### config.mk
export PLATFORM = sky130hd
export DESIGN_NAME = register_sequencer
export DESIGN_NICKNAME = d
export VERILOG_FILES = /design/src/rtl/register_sequencer.sv
export SDC_FILE = /design/constraint.sdc
export NUM_CORES = 1
export LEC_CHECK = 0
export ABC_AREA = 1
export ABC_CLOCK_PERIOD_IN_PS = 3050
export CORE_MARGIN = 5
export CORE_UTILIZATION = 47
export CTS_CLUSTER_DIAMETER = 60
export DETAILED_ROUTE_END_ITERATION = 12
export GPL_ROUTABILITY_DRIVEN = 0
export GPL_TIMING_DRIVEN = 0
export PLACE_DENSITY_LB_ADDON = 0.12
export RECOVER_POWER = 100
export SYNTH_ARGS = -nofsm -noshare
export SYNTH_HDL_FRONTEND = slang
export SYNTH_SLANG_ARGS = --single-unit
### constraint.sdc
create_clock -name clk -period 3.05 [get_ports clk]
set_input_delay 0.61 -clock clk [delete_from_list [all_inputs] [get_ports clk]]
set_output_delay 0.61 -clock clk [all_outputs]
set_load 0.02 [all_outputs]
### src/rtl/register_sequencer.sv
// Initiator for an NBits register's funsel/e/i control port: loads a start value, steps it
// toward a target one count per cycle, optionally clears it, then pulses done.
module register_sequencer #(
  parameter int unsigned NBits = 4
) (
  input  logic             clk,
  input  logic             rst,
  input  logic             start,
  input  logic [NBits-1:0] start_val,
  input  logic [NBits-1:0] end_val,
  input  logic             clear_after,
  input  logic             abort,
  input  logic [NBits-1:0] q,
  output logic [1:0]       funsel,
  output logic             e,
  output logic [NBits-1:0] i,
  output logic             busy,
  output logic             done,
  output logic [NBits-1:0] step_count
);

  localparam logic [1:0] FunClear = 2'b00;
  localparam logic [1:0] FunLoad  = 2'b01;
  localparam logic [1:0] FunDec   = 2'b10;
  localparam logic [1:0] FunInc   = 2'b11;

  typedef enum logic [2:0] {StIdle, StLoad, StStep, StClear, StDone} state_e;

  state_e           state_q, state_d;
  logic [NBits-1:0] start_val_q, start_val_d;
  logic [NBits-1:0] end_val_q, end_val_d;
  logic             clear_after_q, clear_after_d;
  logic [NBits-1:0] step_count_q, step_count_d;

  always_ff @(posedge clk) begin
    if (rst) begin
      state_q       <= StIdle;
      start_val_q   <= '0;
      end_val_q     <= '0;
      clear_after_q <= 1'b0;
      step_count_q  <= '0;
    end else begin
      state_q       <= state_d;
      start_val_q   <= start_val_d;
      end_val_q     <= end_val_d;
      clear_after_q <= clear_after_d;
      step_count_q  <= step_count_d;
    end
  end

  always_comb begin
    state_d       = state_q;
    start_val_d   = start_val_q;
    end_val_d     = end_val_q;
    clear_after_d = clear_after_q;
    step_count_d  = step_count_q;
    e             = 1'b0;
    funsel        = FunClear;
    busy          = 1'b0;
    done          = 1'b0;

    unique case (state_q)
      StIdle: begin
        if (start) begin
          start_val_d   = start_val;
          end_val_d     = end_val;
          clear_after_d = clear_after;
          step_count_d  = '0;
          state_d       = StLoad;
        end
      end
      StLoad: begin
        busy    = 1'b1;
        e       = 1'b1;
        funsel  = FunLoad;
        state_d = abort ? StIdle : StStep;
      end
      StStep: begin
        busy = 1'b1;
        // Direction comes straight from q, so the register never wraps during a command.
        if (q < end_val_q) begin
          e            = 1'b1;
          funsel       = FunInc;
          step_count_d = step_count_q + NBits'(1);
        end else if (q > end_val_q) begin
          e            = 1'b1;
          funsel       = FunDec;
          step_count_d = step_count_q + NBits'(1);
        end else begin
          state_d = clear_after_q ? StClear : StDone;
        end
        if (abort) state_d = StIdle;
      end
      StClear: begin
        busy    = 1'b1;
        e       = 1'b1;
        funsel  = FunClear;
        state_d = abort ? StIdle : StDone;
      end
      StDone: begin
        done    = 1'b1;
        state_d = StIdle;
      end
      default: state_d = StIdle;
    endcase
  end

  assign i          = start_val_q;
  assign step_count = step_count_q;

endmodule

==> impl_metrics.tcl <==
set metrics [dict create \
    status "finished clean" \
    path_class "in2out" \
    max_freq_mhz 361.5 \
    slowest_delay_ns 0.41 \
    avgSynthCellArea_um2 7.691 \
    synth_edf_count 0 \
    drc 0 \
    routed-wl-met2_um 961 \
    htreeDepth 1 \
    die_h_um 53.57 \
    powerDensity_mw_per_mm2 550.8 \
    dieArea_mm2 0.002869 \
    sw_frac_of_total 0.3909 \
    routed_via_density 4.919 \
    clockPowerShare 0.169 \
    vias 846 \
    top_layer_used "met4" \
    grt_overflow 0 \
    layout_min_cycle_time_ns 2.767 \
    synthTopCellsByArea "dfxtp_1 (36%), nand2_1 (8.0%), ha_1 (7.0%)" \
    skew_ns 0.001775 \
    synth_top_cell_by_area "dfxtp_1" \
    wl_met1_um 766 \
    critPathBufInv 2 \
    p_comb_frac 0.432 \
    r2r_slack_ns 1.45 \
    cts_buffers 3 \
    synth_cell_types 24 \
    hold_violations 0 \
    slew_viol_final 0 \
    clockBufferDepth 2 \
    cts_tree "built" \
    fillerInstances 176 \
    cp.arrival_ns 2.16 \
    multiInputGateArea_um2 451.7 \
    antenna_found_initial 0 \
    irDropWorstVdd_mv 0.3865 \
    setup_ws_ns 0.2834 \
    crit_family "buffers and inverters" \
    rsz0062_at_grt "false" \
    io_buffers 28 \
    power.internal_uw 391.6 \
    root_buffer "clkbuf_4" \
    hold_path_depth 2 \
    worstSkewPairLatency_ns 0.28 \
    start_util 0.5057 \
    area_growth_pct 30.86 \
    drive_gt1_frac 0.09524 \
    crit_top_cell "nand2_1" \
    synth-seq-area-share 0.3590 \
    dp.cells 169 \
    worstMarginPinSlew_ns 0.4652 \
    firstDrtPassIters 5 \
    seq_power_share 0.398 \
    cp-start-kind "input port" \
    diodes 0 \
    io_pins 30 \
    max-slew-margin-rel 0.6899 \
    path_clk_slew_ns 0.09 \
    yosys_warnings 0 \
    seqCellArea_um2 320.3 \
    cp.required_ns 2.44 \
    nNetsFinal 171 \
    design.core.area_mm2 0.001764 \
    fp-row-count 15 \
    synth_top_area_share 0.3590 \
    switching_power_uw 251.4 \
    drtAntennaViolNets 0 \
    grt_pass1_vias 836 \
    reg2reg_to "step_count[0]" \
    wl_per_cell_um 10.95 \
    timing.max_cap.violations 0 \
    synth_nets 138 \
    min_to "end_val_q[2]" \
    p_leak_uw 0.0005361 \
    syn_area_um2 892.1 \
    post-route-period-util 0.9071 \
    die_w_um 53.57 \
    syn_inst 116 \
    route.met3.wl_um 108 \
    setup_violations 0 \
    crit_slowest_cell "clkdlybuf4s50_1" \
    hold_start "end_val_q[2]" \
    place_ws_ns -0.01981 \
    grt_max_degree 11 \
    ys.flop_type "dfxtp_1" \
    cts.sinks 16 \
    wl_um 1884 \
    crit_chain "clkdlybuf4s50_1, ha_1, nand2_1, nand2_1, nor2_1, nand2_1, o211ai_1, dlygate4sd2_1" \
    place.detailed.hpwl_um 1518 \
    synth-seq-cells 16 \
    dr.first_iter.drc_count 10 \
    end_kind "primary output" \
    async_reset_ff_frac 0 \
    track_usage 0.1577 \
    fin_cells 172 \
    grt_pass1_wl_um 3298 \
    reg2reg_from "end_val_q[3]" \
    reg2reg_depth 10 \
    holdCritPathClass "reg2reg" \
    crit_fanout 5 \
]
-- per-stage QoR --
step	utilization	TNS, ns	power (uW)	instance area, um^2	hold slack [ns]
2_1_floorplan	-	0	472.0	892.1	0.4334
3_3_place_gp	0.6823	0	577.0	1204	0.4460
3_5_place_dp	0.6823	-0.01981	586.1	1204	0.4527
4_1_cts	0.6943	0	690.4	1225	0.4655
5_1_grt	0.6617	0	698.5	1167	0.4891
6_report	0.6617	0	643.0	1167	0.4612
-- worst max-delay path by stage --
stage	startpoint	endpoint	slack, ns	depth (start not counted)
finish	q[3]	e	0.28	8
global route	q[3]	e	0.17	8
CTS	q[3]	funsel[1]	0.03	8
detailed placement	q[3]	e	-0.02	8
global placement	q[3]	e	0.03	8
floorplan	q[3]	e	1.0	6
-- cells in the mapped netlist (2+ instances only) --
| library cell | count |
|---|---|
| nand3_4 | 2 |
| nand2_4 | 3 |
| inv_1 | 15 |
| nand3_2 | 2 |
| a21oi_1 | 11 |
| nand2_2 | 4 |
| dfxtp_1 | 16 |
| nand3_1 | 8 |
| inv_2 | 3 |
| nor2_1 | 10 |
| ha_1 | 5 |
| nor3_2 | 2 |
| nand2_1 | 19 |
| o21ai_0 | 5 |
| o21ai_1 | 2 |
-- cell type report --
| cell class | count | share of cell area |
|---|---|---|
| multi-input cells | 80 | 0.3869 |
| plain buffers | 2 | 0.006431 |
| inverters | 18 | 0.05788 |
| repair buffers | 28 | 0.2283 |
| flip-flops and latches | 16 | 0.2744 |
| clock buffers | 3 | 0.01929 |
| well taps | 25 | 0.02680 |
-- power groups by stage --
stage	logic [uW]	clock network (uW)	registers (uW)
2_1_floorplan	197	0	275
3_3_place_gp	316	0	261
3_5_place_dp	324	0	262
4_1_cts	322	111	257
5_1_grt	316	122	260
6_report	278	109	256
-- flip-flops by register name (all words and copies together), names as in the netlist --
signal         count
end_val_q          4
i                  4
step_count         4
state_q            3
clear_after_q      1
-- metal layers --
| layer | vias up | track usage |
|---|---|---|
| met1 | 383 | 0.1794 |
| met3 | 4 | 0.03878 |
| li1 | 439 | - |
| met2 | 20 | 0.2694 |
| met4 | 0 | 0.08511 |
| met5 | - | 0 |
-- worst reg2reg max path: stages (launching register included) --
cell     delay, ns
dfxtp_1       0.32
inv_1         0.05
ha_1          0.28
nand2_1       0.07
nand2_1       0.05
nor2_1        0.11
nand2_1       0.13
nand3_1       0.23
o21ai_0       0.14
inv_1         0.08
nor2_1        0.04
-- layout by cell type (no fill, tap or decap), drive strengths merged --
master and count:
dlygate4sd3 11, nand2 26, o2111ai 1, buf 1, nand4 1, inv 18, o211ai 1, ha 5
xor2 1, clkbuf 6, dlygate4sd2 1, nor2 12, dfxtp 16, clkdlybuf4s50 14, o21ai 7, nor3 3
a21oi 11, nand3 12
-- logic make-up (layout without fill, tap and decap cells) --
logic type                 count (synthesis)  in the layout  synth area share
AOI/OAI and AO/OA                         20             20            0.1192
xor gates and xnor gates                   1              1          0.009819
adders and majority gates                  5              5           0.07013
buffers and inverters                     20             51           0.09256
DFF                                       16             16            0.3590
and+or+nand+nor                           54             54            0.3492
-- timing repair --
action | in CTS | in global routing
gates resized for setup | 1 | 2
setup buffers | 0 | 0
setup endpoints to repair | 1 | 2
hold buffers | 0 | 0
(Power assumes the default switching activity.)
